`config.mk`:
```
export PLATFORM = sky130hd
export DESIGN_NAME = blink_breather
export DESIGN_NICKNAME = d
export VERILOG_FILES = /design/src/rtl/blink_pkg.sv /design/src/rtl/blink_edge_detect.sv /design/src/rtl/blink_breather.sv
export SDC_FILE = /design/constraint.sdc
export NUM_CORES = 1
export LEC_CHECK = 0
export BUFFER_PORTS_ARGS = -buffer_cell sky130_fd_sc_hd__buf_4
export CAP_MARGIN = 0
export CORE_MARGIN = 10
export CORE_UTILIZATION = 41
export DETAILED_ROUTE_END_ITERATION = 10
export GPL_TIMING_DRIVEN = 1
export PLACE_DENSITY = 0.57
export SLEW_MARGIN = 20
export SYNTH_ARGS = -nofsm -noshare
export SYNTH_HDL_FRONTEND = slang
export SYNTH_SLANG_ARGS = --single-unit
```
`constraint.sdc`:
```
create_clock -name clk -period 3.3 [get_ports clk]
set_clock_uncertainty 0.2 [all_clocks]
set_input_delay 0.66 -clock clk [delete_from_list [all_inputs] [get_ports clk]]
set_output_delay 0.66 -clock clk [all_outputs]
set_load 0.005 [all_outputs]
```
`src/rtl/blink_pkg.sv`:
```
// Shared types and helpers for blinker-driven consumers.
package blink_pkg;

   typedef enum logic [1:0] {
      RAMP_UP   = 2'd0,
      HOLD_HI   = 2'd1,
      RAMP_DOWN = 2'd2,
      HOLD_LO   = 2'd3
   } phase_t;

   function automatic int unsigned DUTY_MAX(input int unsigned pwm_w);
      return (32'd1 << pwm_w) - 32'd1;
   endfunction

endpackage

```
`src/rtl/blink_edge_detect.sv`:
```
// Registered rising-edge detector: one-cycle pulse one clock after each 0->1 of in_i.
module blink_edge_detect (
   input  logic clk,
   input  logic rst,
   input  logic in_i,
   output logic rise_o
);

   logic in_q;
   logic rise_q;

   always_ff @(posedge clk or posedge rst) begin
      if (rst) begin
         in_q   <= 1'b0;
         rise_q <= 1'b0;
      end else begin
         in_q   <= in_i;
         rise_q <= in_i & ~in_q;
      end
   end

   assign rise_o = rise_q;

endmodule

```
`src/rtl/blink_breather.sv`:
```
// Breathing-LED sequencer stepped by blink rising edges, driving the LED through
// a free-running PWM counter.
module blink_breather
   import blink_pkg::*;
#(
   parameter int unsigned PWM_W      = 8,
   parameter int unsigned STEP       = 16,
   parameter int unsigned HOLD_TICKS = 4
) (
   input  logic             clk,
   input  logic             rst,
   input  logic             blink_i,
   input  logic             enable_i,
   output logic             led_o,
   output logic [PWM_W-1:0] duty_o,
   output logic [1:0]       phase_o,
   output logic             step_tick_o
);

   localparam int unsigned CW        = PWM_W + 1;
   localparam int unsigned DMAX      = DUTY_MAX(PWM_W);
   localparam logic [CW-1:0] DMAX_X  = CW'(DMAX);
   localparam logic [CW-1:0] STEP_X  = CW'(STEP);
   localparam logic [7:0]    HOLD_LAST = 8'(HOLD_TICKS - 1);

   phase_t             phase_q, phase_d;
   logic [PWM_W-1:0]   duty_q, duty_d;
   logic [PWM_W-1:0]   pwm_cnt_q, pwm_cnt_d;
   logic [7:0]         hold_q, hold_d;
   logic               led_q, led_d;
   logic               tick;
   logic [CW-1:0]      up_x;

   blink_edge_detect u_edge (
      .clk    (clk),
      .rst    (rst),
      .in_i   (blink_i),
      .rise_o (tick)
   );

   always_ff @(posedge clk or posedge rst) begin
      if (rst) begin
         phase_q   <= RAMP_UP;
         duty_q    <= '0;
         pwm_cnt_q <= '0;
         hold_q    <= '0;
         led_q     <= 1'b0;
      end else begin
         phase_q   <= phase_d;
         duty_q    <= duty_d;
         pwm_cnt_q <= pwm_cnt_d;
         hold_q    <= hold_d;
         led_q     <= led_d;
      end
   end

   // Ramp arithmetic is one bit wider so saturation is decided before truncation.
   always_comb begin
      phase_d   = phase_q;
      duty_d    = duty_q;
      hold_d    = hold_q;
      pwm_cnt_d = PWM_W'(pwm_cnt_q + PWM_W'(1));
      led_d     = enable_i & (pwm_cnt_q < duty_q);
      up_x      = {1'b0, duty_q} + STEP_X;

      if (!enable_i) begin
         phase_d = RAMP_UP;
         duty_d  = '0;
         hold_d  = '0;
      end else if (tick) begin
         case (phase_q)
            RAMP_UP: begin
               if (up_x > DMAX_X) begin
                  duty_d  = PWM_W'(DMAX_X);
                  hold_d  = '0;
                  phase_d = HOLD_HI;
               end else begin
                  duty_d = PWM_W'(up_x);
               end
            end
            HOLD_HI: begin
               if (hold_q == HOLD_LAST) begin
                  hold_d  = '0;
                  phase_d = RAMP_DOWN;
               end else begin
                  hold_d = 8'(hold_q + 8'd1);
               end
            end
            RAMP_DOWN: begin
               if ({1'b0, duty_q} < STEP_X) begin
                  duty_d  = '0;
                  hold_d  = '0;
                  phase_d = HOLD_LO;
               end else begin
                  duty_d = PWM_W'({1'b0, duty_q} - STEP_X);
               end
            end
            HOLD_LO: begin
               if (hold_q == HOLD_LAST) begin
                  hold_d  = '0;
                  phase_d = RAMP_UP;
               end else begin
                  hold_d = 8'(hold_q + 8'd1);
               end
            end
            default: phase_d = RAMP_UP;
         endcase
      end
   end

   assign led_o       = led_q;
   assign duty_o      = duty_q;
   assign phase_o     = phase_q;
   assign step_tick_o = tick;

endmodule

```
# Word level (Yosys, flattened, before mapping)
# Cells that the tools add are included.
# word_totals
register_bits,29
out_inout_bits,12
in_bits,4
# classes
n_eq_ne,10
n_bitwise,3
n_reduce_logical,5
n_lt_le_gt_ge,3
muxes,18
addsub,4
# op_table
op,n
two-way mux 8 bit,9
one-hot mux 8 bit (3 select lines),1
adder 8 x 1 -> 8 bit (second input constant),2
one-hot mux 8 bit (2 select lines),1
two-way mux 2 bit,6
inequality test 3 bit (second input constant),4
adder 8 x 5 -> 9 bit (second input constant),1
> comparator 9 x 8 -> 1 bit (second input constant),1
== test 8 x 2 -> 1 bit (second input constant),1
less-than comparator 8 x 5 -> 1 bit (second input constant),1
less-than comparator 8 bit,1
one-hot mux 2 bit (4 select lines),1
subtractor 8 x 5 -> 8 bit (second input constant),1
AND reduction 5 bit,1
== test 2 bit (second input constant),2
inequality test 3 x 1 -> 1 bit (second input constant),1
AND reduction 3 bit,1
bitwise AND 1 bit,2
== test 2 x 1 -> 1 bit (second input constant),1
logical NOT 2 bit,1
inequality test 2 x 1 -> 1 bit (second input constant),1
AND reduction 2 bit,1
OR reduction 2 bit,1
inverter 1 bit,1

# Longest topological paths before layout
# Gate-level depths: netlist (run 1).
# depth
ltp_word,6
mapped_depth,9
ltp_nobuf,7

# Hierarchy
# A second synthesis (run 1) with hierarchy kept.
# hier_totals
cells_unflattened,169
area_unflattened_um2,1640.3
# modules_own_cells
module,area_each_um2,instances,cells_each,seq_area_each_um2
blink_breather,1572.8,1,165,600.6
blink_edge_detect,67.6,1,4,50.0

# Least setup slack after synthesis (run 1)
# Ideal clock, no wire load.
# synth_timing
path_type,reg-to-reg
start,reg duty_q[4] (netlist: duty_o[4])
end,reg hold_q[7]
path_stages_with_launch,8
arrival_time_ps,1905
setup_time_ps,69
setup_slack_ps,1126
path_buffers,0
required_ps,3031
synth_period_minus_slack_ps,2174
cell_sequence,dfrtp_1 -> inv_1 -> ha_1 -> nand4bb_1 -> o2111ai_2 -> o211ai_2 -> or4_1 -> nand3_1
# synth_between
elab_chain_cells,4
word_cells_on_any_way,6
# synth_rtl
item,line_no,source
from (decl),blink_breather.sv:27,"logic [PWM_W-1:0] duty_q, duty_d;"
from (signal assigned),blink_breather.sv:50,duty_q <= duty_d;
adder 8 x 5 -> 9 bit,blink_breather.sv:64,"up_x = {1'b0, duty_q} + STEP_X;"
> comparator 9 x 8 -> 1 bit,blink_breather.sv:73,if (up_x > DMAX_X) begin
inequality test 3 bit (no source line),n/a,
AND reduction 3 bit (no source line) (*),n/a,
to (signal assigned),blink_breather.sv:52,hold_q <= hold_d;
to (decl),blink_breather.sv:29,"logic [7:0] hold_q, hold_d;"
# Mark *: on every way between the ends. The rest lies on a longest branch, timed or not.
# A chain may end at the register's enable or synchronous reset.

# Worst setup path in the final report (run 1)
# Ends and elaborated chain as after synthesis.

==> metrics list, run 1 <==
- The flow ran to the end, and the final reports show no timing, DRC or antenna violations.
- In this run the cell area measured after placement is 0.001748 mm².
* Area growth, synth to finish: 10.08%
* Worst setup startpoint: duty_o[4]
* Max-cap violations: 0
- The total overflow left after global routing is 0.
- Once detail routing completed, the nets flagged for antenna violations numbered 0.
* Number of warnings printed during yosys synthesis: 0
* Post-synthesis instance area: 0.001625 mm²
* HPWL after DPL: 2417 µm
- Dividing the synthesized area by the synthesized cell count gives 9.561 µm².
- Final total negative setup slack: 0 ps
- At the pin with the least slew margin, the transition time is 928.6 ps.
- Sequential cells were found to cover 40.03% of the synthesized design area.
- The first global-routing pass estimated 5651 µm of wire.
- After clock tree synthesis, the flow added hold-fix buffers numbering 0.
- Worst setup slack before clock tree synthesis: 823.1 ps
- Once layout is complete, the utilization of the core stands at 47.79%.
- Number of distinct library cell variants in the gate-level netlist after synthesis: 39
- Antenna Cells: 0
- Global routing used 9.298% of the available tracks.
- After layout, the worst path uses 75.88% of the clock period.
- Ratio of cells with drive above 1 in the final layout: 11.11%
* Async set or reset register ratio after synthesis: 100.0%
* Worst r2r path cells: 7
- Startpoint types: register
- The setup path with the least slack is of type reg -> reg.
- Setup-violating endpoint count in the final report: 0
- TritonCTS built the clock tree.
* Iter 0 DRT Violations: 53
- DIE HEIGHT: 82.96 µm
* Most used flip-flop cell after synthesis: dfrtp_1
* Largest net degree at the start of global routing: 27
- Register bit count reported by yosys: 26
- Leaving out filler cells and counting taps, the final layout contains 228.
- Skew-Pair Late Insertion Delay: 260 ps
- On the worst path, the slowest cell contributes a delay of 570 ps.
- Initial core utilization: 43.42%
- Required time of the critical path: 3300 ps
- DIE WIDTH: 82.96 µm
- DRC: 0
- The filler cells instantiated in the layout total 383.
- Setup slack on the critical path of the routed design comes to 796.0 ps.
- The synthesized design contains 0 enable-type register cells.
- In the final routed layout, each cell accounts on average for 14.01 µm.
* Maximum resistive drop on vdd: 0.1840 mV
- Buffers placed on the I/O ports in this run total 15.
* Final critical path time including I/O delays and setup: 2504 ps
* Post-layout nets: 202
- Most common cell after layout, fill and taps aside: dfrtp_1
* Clock transition time at the flip-flop clock pins of the worst setup and hold paths: 80 ps
- Buffer count from post-CTS setup fixing: 0
- CTS built an H-tree with a depth of 1.
* Slew HR: 37.71%
* CTS-repair resized insts: 0
- The final count of hold timing violations came to 0.
* Register cell area after layout: 650.6 µm²
- Achievable clock frequency: 0.3994 GHz
* Number of antenna violations at the first check in global routing: 0
- Total iterations of the first detailed-routing run: 5
* Routed Wire Length: 3195 µm
* Global placer's final weighted congestion: 0.7945
* Row Count: 22
- The floorplan step defined a die boundary enclosing 0.006882 mm².
* Via count: 1271
* Static leakage: 0.7976 nW
- Total area of multi-input combinational cells: 890.9 µm²
* Critical path endpoint category: register
* RR Startpoint: duty_o[4]
- Counting instances, the worst hold path has a depth of 1.
* Count of final max-slew check failures: 0
* Core footprint: 0.003744 mm²
- Vias per std cell: 5.575
- For this design the ratio of total power to cell area is 453.5 mW/mm².
* Unrepaired setup endpoints after global routing: no
- Deepest clock path buffer count: 2
- Design area: 0.001789 mm²
- Crit path arrival time: 2510 ps
* Post-synthesis net count: 190
- Critical path cell sequence: inv_1, ha_1, nand4bb_1, o2111ai_2, o211ai_2, or4_1, nand3_1
* Worst hold-check path type: reg -> reg
- Commonest cells after routing, fill and taps aside: 26 x dfrtp_1, 16 x ha_1, 15 x buf_4
* CTS Buf Count: 3
* Placed cell count: 225
* Buffer cell driving the clock tree root: clkbuf_8
- Slowest stage cell on the critical path: or4_1
- Number of cells produced by synthesis: 170
- Maximum net fanout on the critical path: 13
* Number of clock sinks: 26
* Worst hold path startpoint: u_edge.in_q
- Via count of the first global-routing pass: 1242
- In this run the count of I/O pins placed on the die edge is 16.
-- logic make-up after synthesis --
family	after synthesis	share of synthesized area, %
buffers and inverters	17	5.157
xor gates and xnor gates	9	4.850
muxes	2	1.232
and+or+nand+nor	61	20.55
adders and majority gates	16	12.32
AOI/OAI and AO/OA	39	15.86
DFF	26	40.03
-- sequential cells by signal, summed over array words and instances, names as in the netlist --
register,flops
phase_o,2
led_o,1
hold_q,8
pwm_cnt_q,8
duty_o,5
u_edge.in_q,1
u_edge.rise_o,1
-- path summary, 6_finish.rpt --
| path | end | slack (ps) |
|---|---|---|
| min in group asynchronous | pwm_cnt_q[0] | 290 |
| min | u_edge.rise_o | 200 |
| max in group asynchronous | pwm_cnt_q[7] | 2180 |
| max | hold_q[7] | 800 |
| min reg2reg | u_edge.rise_o | 200 |
| max reg2reg | hold_q[7] | 800 |
-- cells in the mapped netlist (2+ instances only) --
cell	count	area (µm²)
and3_1	4	25.02
nor4b_1	2	17.52
nand4_1	2	12.51
buf_4	3	22.52
mux2i_1	2	20.02
nand2_1	12	45.04
o31ai_1	4	30.03
nand2b_1	5	31.28
nand4bb_1	2	22.52
a31oi_1	5	31.28
o21ai_0	9	45.04
a21oi_1	5	25.02
o21a_1	3	22.52
inv_1	9	33.78
nor2b_1	3	18.77
dfrtp_1	26	650.6
xnor2_1	7	61.31
nand3_1	14	70.07
nor3_1	3	15.01
clkbuf_1	3	11.26
o21ai_1	4	20.02
ha_1	16	200.2
nor2_1	8	30.03
xor2_1	2	17.52
a21o_1	3	22.52
-- stage by stage --
step                hold WS [ps]  total power [mW]
floorplan                  177.7            0.5677
global route               223.7            0.8796
finish                     200.7            0.8114
global placement           188.9            0.6399
detailed placement         197.3            0.6463
CTS                        209.1            0.8255
-- critical path: cells and delay by family, from the launching register on --
family / cells / cell delay, ps
buffers and inverters: 1 / 120
and+or+nand+nor: 3 / 830
DFF: 1 / 480
AOI/OAI and AO/OA: 2 / 490
adders and majority gates: 1 / 330
-- report_power, final --
part           switching (mW)  internal, mW  total, mW
Sequential             0.0343         0.342      0.376
Clock                  0.0901        0.0815      0.172
Combinational           0.152         0.111      0.263
Total                   0.277         0.535      0.811
-- final cells by class --
| class | instances | share of cell area (%) |
|---|---|---|
| clock buffers | 3 | 2.308 |
| multi-input cells | 127 | 49.79 |
| repair buffers | 15 | 6.294 |
| inverters | 9 | 1.888 |
| well taps | 48 | 3.357 |
| flip-flops and latches | 26 | 36.36 |
-- metal layers --
| metal | GRT usage [%] | up-vias | part of all wire (%) |
|---|---|---|---|
| li1 | - | 630 | - |
| met1 | 11.46 | 600 | 47 |
| met2 | 14.80 | 37 | 47 |
| met3 | 2.832 | 4 | 4.7 |
| met4 | 3.385 | 0 | 1.1 |
| met5 | 0 | - | 0 |
(Power assumes the default switching activity.)
==> inputs of run 2 (changes only) <==
==> constraint.sdc (replaced) <==
create_clock -name clk -period 2.6 [get_ports clk]
set_clock_uncertainty 0.2 [all_clocks]
set_input_delay 0.52 -clock clk [delete_from_list [all_inputs] [get_ports clk]]
set_output_delay 0.52 -clock clk [all_outputs]
set_load 0.005 [all_outputs]
==> metrics list, run 2 (synthesis results as in run 1) <==
- For the final routed database, the setup TNS stands at 0 ps.
* Iter 0 DRT Violations: 31
- Of the total power, the clock network draws 21.2%.
- Design area: 0.001812 mm²
- Slew at the pin closest to its max-slew limit: 460.2 ps
- Setup violations remaining at the end of the flow were counted as 0.
- Number of clock sinks: 26
- At the end of the flow, the number of nets in the layout was 205.
- Status: finished clean
* Switching power total: 0.3618 mW
- Internal power comes to 0.6906 mW.
- Detailed placement ended at an HPWL of 2503 µm.
- Via count: 1250
- In this run the vertical extent of the chip is 82.96 µm.
* CTS Buf Count: 3
* Row Count: 22
- Hold is met by 102.8 ps.
- First-pass GRT wire length: 5934 µm
- Registers take 650.6 µm².
- Type of the setup path with the least slack: reg -> reg
* Largest net degree at the start of global routing: 27
- During placement, the flow inserted port buffers numbering 15.
- Achievable clock frequency: 0.4360 GHz
- The die covers 0.006882 mm².
- The path class of the tightest hold or removal check is in -> async.
- Placement Cell Area: 0.001770 mm²
- Number of H-tree branching levels: 1
* Crit path max-delay family: simple AND/OR/NAND/NOR gates
- TritonCTS clock tree: yes
- Critical path endpoint category: register
* Ratio of cells with drive above 1 in the final layout: 12.57%
* Total area of multi-input combinational cells: 890.9 µm²
- 16 I/O pins were placed.
- Most common cell after layout, fill and taps aside: dfrtp_1
- On the worst path, the slowest cell contributes a delay of 520 ps.
- Max-cap violations: 0
- Buffer count from post-CTS setup fixing: 0
* Buffer cell driving the clock tree root: clkbuf_8
- The filler cells instantiated in the layout total 389.
- The number of hold buffers added after CTS was 0.
* Required time of the critical path: 2610 ps
- Setup repair after global routing left no endpoint under its margin.
* Antenna Cells: 0
* Clock transition time at the flip-flop clock pins of the worst setup and hold paths: 90 ps
* Count of final max-slew check failures: 0
- Commonest cells after routing, fill and taps aside: 26 x dfrtp_1, 18 x buf_4, 16 x ha_1
- Crit path arrival time: 2300 ps
- The congestion estimate from routability-driven global placement came to 0.7583.
- Slew HR: 68.53%
- Maximum resistive drop on vdd: 0.2752 mV
* Routed len/inst: 14.15 µm
* Routed Wire Length: 3268 µm
* Placed cell count: 228
* Skew-Pair Late Insertion Delay: 270 ps
* Power per Cell Area: 580.9 mW/mm²
* Switching portion of total power: 34.38%
- Initial core utilization: 43.42%
- Measured on the finished design, the core utilization comes to 48.40%.
* Tot GR Track Use: 9.760%
* Number of antenna violations at the first check in global routing: 0
- Deepest clock path buffer count: 2
- Maximum net fanout on the critical path: 6
- The number of gates resized after CTS was 0.
- The final count of hold timing violations is 0.
* Static leakage: 0.8161 nW
* Core footprint: 0.003744 mm²
- Summed over all layers, the global routing overflow is 0.
* Register share of total power: 44.8%
- Together, buffers and inverters on the worst path number 1.
* DRC: 0
- Total iterations of the first detailed-routing run: 4
- Once detail routing completed, the nets flagged for antenna violations numbered 0.
- Vias per std cell: 5.411
- Startpoint types: register
* Critical path cell sequence: inv_1, ha_1, nand4bb_1, o2111ai_2, o211ai_2, or4_1, nand3_1
- From left edge to right edge, the die measures 82.96 µm.
- Tot Pwr: 1.052 mW
* Smallest setup slack after layout: 306.3 ps
* Via count of the first global-routing pass: 1301
* Tcrit/Tclk final: 88.22%
* Combinational group share of total power: 33.9%
* Count of non-filler cells in the finished layout: 231
* Final critical path time including I/O delays and setup: 2294 ps
- Prior to clock tree synthesis, the placed netlist has a worst setup slack of 326.0 ps.
* Area growth, synth to finish: 11.47%
- Slowest stage cell on the critical path: or4_1
run 2: cell count changes in the layout (fill, tap and decap cells not counted):
cell	previous run	this run
buf_4	15	18
clkinv_1	1	0
inv_1	8	9
run 2: layout make-up:
cell class / count / area share, %
clock buffers: 3 / 2.279
inverters: 9 / 1.865
multi-input cells: 127 / 49.17
flip-flops and latches: 26 / 35.91
well taps: 48 / 3.315
repair buffers: 18 / 7.459
run 2: power by group through the flow:
stage | logic (mW) | clock network (mW) | registers [mW]
detailed placement | 0.358 | 0 | 0.480
floorplan | 0.247 | 0 | 0.474
CTS | 0.360 | 0.236 | 0.472
global placement | 0.353 | 0 | 0.477
global route | 0.408 | 0.255 | 0.478
finish | 0.357 | 0.224 | 0.472
run 2: tightest hold or removal path: stages:
cell and delay, ps:
buf_4 110, inv_1 40, buf_4 310
run 2: final timing paths:
kind,slack (ps),cells past startpoint,endpoint,start
worst max-delay path,310,7,hold_q[7],duty_o[5]
worst max register to register,310,7,hold_q[7],duty_o[5]
worst min register to register,210,1,u_edge.rise_o,u_edge.in_q
min in group clk,160,1,u_edge.in_q,blink_i
max in group asynchronous,1850,3,pwm_cnt_q[7],rst
worst min-delay path,100,3,pwm_cnt_q[1],rst
run 2: per-layer routing:
metal,GRT usage (%),share of wire [%],up-vias
met5,0,0,-
met4,2.923,1.7,0
met3,2.832,3.5,7
met2,15.92,47,21
met1,12.03,48,585
li1,-,-,637
==> inputs of run 3 (changes only) <==
--- a/config.mk
+++ b/config.mk
@@ -5,6 +5,7 @@
 export SDC_FILE = /design/constraint.sdc
 export NUM_CORES = 1
 export LEC_CHECK = 0
+export ABC_AREA = 1
 export BUFFER_PORTS_ARGS = -buffer_cell sky130_fd_sc_hd__buf_4
 export CAP_MARGIN = 0
 export CORE_MARGIN = 10
==> metrics list, run 3 <==
* Initial core utilization: 43.02%
- For this block, the routed nets add up to 3510 µm of wire.
* Tcrit/Tclk final: 77.25%
- Placed cell count: 286
- Smallest setup slack after layout: 591.4 ps
- Most common cell type on the critical path: nand2_1
- Maximum resistive drop on vdd: 0.1882 mV
- Final critical path time including I/O delays and setup: 2009 ps
* Cell types with the largest area share after synthesis: dfrtp_1 37%, ha_1 11%, nand2_1 11%
- Number of cells produced by synthesis: 225
- Post-synthesis instance area: 0.001758 mm²
- At the end of the flow the core is filled with cells to 48.29%.
* Crit path arrival time: 2020 ps
* Clock transition time at the flip-flop clock pins of the worst setup and hold paths: 100 ps
- Deepest clock path buffer count: 2
- Number of distinct library cell variants in the gate-level netlist after synthesis: 28
* Type of the setup path with the least slack: reg -> reg
* Critical path cell sequence: inv_1, ha_1, nand2_1, inv_1, nand2_1, nor2_4, nand2_4, nand4_4, nand2_4, nand2_1, nand2_1
- Full die area: 0.007307 mm²
- In this run the power density over the cells is 591.2 mW/mm².
- TritonCTS clock tree: yes
- Routed len/inst: 12.10 µm
* Register share of total power: 40.8%
* Setup-violating endpoint count in the final report: 0
* Post-synthesis net count: 245
- CTS Buf Count: 3
* Maximum net fanout on the critical path: 12
* Count of buffer and inverter cells on the critical path: 2
- Of all cell types, the one taking the most synthesized area is dfrtp_1.
- Slowest stage cell on the critical path: dfrtp_1
* Portion of synthesized cell area occupied by the leading cell type: 37.01%
- Antenna Cells: 0
* Top cells by instance count after synthesis: 53 x nand2_1, 27 x inv_1, 26 x dfrtp_1, 26 x nand3_1, 21 x nor2_1
- The internal portion of the total power is 0.7731 mW.
* DIE WIDTH: 85.48 µm
* Buffer count from post-CTS setup fixing: 0
- Syn_area_per_cell: 7.813 µm²
* Sequential area share after synthesis: 37.01%
- Final total negative setup slack: 0 ps
- Status: finished clean
- Commonest cells after routing, fill and taps aside: 53 x nand2_1, 27 x inv_1, 26 x nand3_1, 26 x dfrtp_1, 21 x nor2_1
- In this run the number of H-tree levels came out at 1.
- Longest individual stage delay on the worst path: 450 ps
* Total iterations of the first detailed-routing run: 4
* Skew-Pair Late Insertion Delay: 280 ps
- Buffers inserted to repair hold after CTS numbered 0.
- Via count: 1433
- CTS saw 26 sinks.
- Count of non-filler cells in the finished layout: 290
* Ratio of cells with drive above 1 in the final layout: 14.17%
- IO Pins: 16
* Worst setup slack before clock tree synthesis: 611.4 ps
- The synthesized design contains 26 register bits.
* Most common cell after layout, fill and taps aside: nand2_1
- The number of global-route vias before repair came to 1400.
* Tot GR Track Use: 10.29%
- Crit path max-delay family: simple AND/OR/NAND/NOR gates
- Async set or reset register ratio after synthesis: 100.0%
- Static leakage: 1.040 nW
- After legalization and detailed placement, the total HPWL measured 2695 µm.
- Number of antenna violations at the first check in global routing: 0
* Largest net degree at the start of global routing: 27
- Required time of the critical path: 2620 ps
* Unrepaired setup endpoints after global routing: no
- CTS-repair resized insts: 0
- Slew HR: 77.29%
* Worst setup startpoint: duty_o[4]
* Count of final max-slew check failures: 0
- Worst hold-check path type: in -> async
- In the synthesized netlist the dominant register cell turns out to be dfrtp_1.
- Buffer cell driving the clock tree root: clkbuf_8
- The detail route stage leaves a number of antenna-violating nets equal to 0.
* GR Overflow Total: 0
- Startpoint types: register
- In this run the critical register-to-register path is launched from duty_o[4].
- DIE HEIGHT: 85.48 µm
- For this run, the top clock speed supported by timing is 0.4979 GHz.
- The clock network burns 29.5% of the power.
* Slew at the pin closest to its max-slew limit: 340.7 ps
* Hold Vio Cnt, Final: 0
* Number of buffer cells added on primary ports: 15
* DRC: 0
- Max-cap violations in this run came to 0.
- Global placer's final weighted congestion: 0.9270
- Row Count: 23
* Iter 0 DRT Violations: 81
- Vias per std cell: 4.941
- Switching portion of total power: 33.72%
- Number of enable flip-flop cells after synthesis: 0
* Core footprint: 0.004086 mm²
* Switching power total: 0.3933 mW
- Area growth, synth to finish: 12.24%
* First-pass GRT wire length: 6361 µm
- The Yosys step of the flow raised 0 warnings.
- Combinational logic is responsible for 29.7% of the overall power.
- Power comes to 1.166 mW.
- Cell with the most instances after synthesis: nand2_1
- Critical path endpoint category: register
- The net count of the finished layout is 261.
## run 3: changes by cell type in the layout (fill, tap and decap cells not counted), moves of 4 or more
cell | before | now
o31ai_1 | 4 | 0
xor2_1 | 2 | 6
inv_2 | 0 | 4
inv_1 | 9 | 27
nand3_1 | 14 | 26
and3_1 | 4 | 0
nand2_1 | 12 | 53
nand2b_1 | 5 | 0
a31oi_1 | 5 | 0
nor2_1 | 8 | 21
xnor2_1 | 7 | 2
## run 3: layout make-up
type / count / area (µm²)
fill: 435 / 2113
tap: 50 / 62.56
multi-input combinational: 163 / 952.2
sequential: 26 / 650.6
clock buffer: 3 / 41.29
clock inverter: 1 / 30.03
inverter: 31 / 116.4
timing repair buffer: 16 / 120.1
## run 3: through the flow
stage	instance area [µm²]	hold slack, ps
after floorplan	1758	176.3
after global placement	1902	180.9
after detailed placement	1902	193.9
after CTS	1973	99.38
after global routing	1973	131.8
final	1973	90.32
## run 3: worst register-to-register path, stage by stage, from the launching register on
cell and delay (ps):
dfrtp_1 450, inv_1 140, ha_1 350, nand2_1 80, inv_1 40, nand2_1 90
nor2_4 40, nand2_4 70, nand4_4 180, nand2_4 170, nand2_1 60, nand2_1 70
## run 3: power by group through the flow
stage	combinational, mW	sequential [mW]	clock, mW
floorplan	0.258	0.479	0
global placement	0.350	0.484	0
detailed placement	0.349	0.484	0
CTS	0.351	0.476	0.358
global route	0.403	0.484	0.376
finish	0.347	0.476	0.344
## run 3: cells by family (layout without fill, tap and decap cells)
kind of cell | after synthesis | in the layout | synth area share [%]
compound gates | 20 | 20 | 6.976
xor+xnor | 8 | 8 | 3.986
fa+ha+maj | 16 | 16 | 11.39
buf+inv | 36 | 51 | 8.825
flops | 26 | 26 | 37.01
simple gates | 119 | 119 | 31.82
## run 3: per-layer routing
| layer | global-route usage, % | up-vias | wire length [µm] | part of all wire [%] |
|---|---|---|---|---|
| met5 | 0 | - | 0 | 0 |
| met3 | 2.677 | 5 | 216 | 6.2 |
| met1 | 13.58 | 652 | 1769 | 50 |
| met4 | 3.593 | 0 | 45 | 1.3 |
| met2 | 15.74 | 26 | 1478 | 42 |
| li1 | - | 750 | - | - |
## run 3: final timing paths
kind	end	slack (ps)	cells after the start
max	hold_q[5]	590	11
min	duty_o[7]	90	3
max reg2reg	hold_q[5]	590	11
min reg2reg	u_edge.rise_o	210	1
max in group asynchronous	hold_q[0]	1850	3
min in group clk	u_edge.in_q	150	1
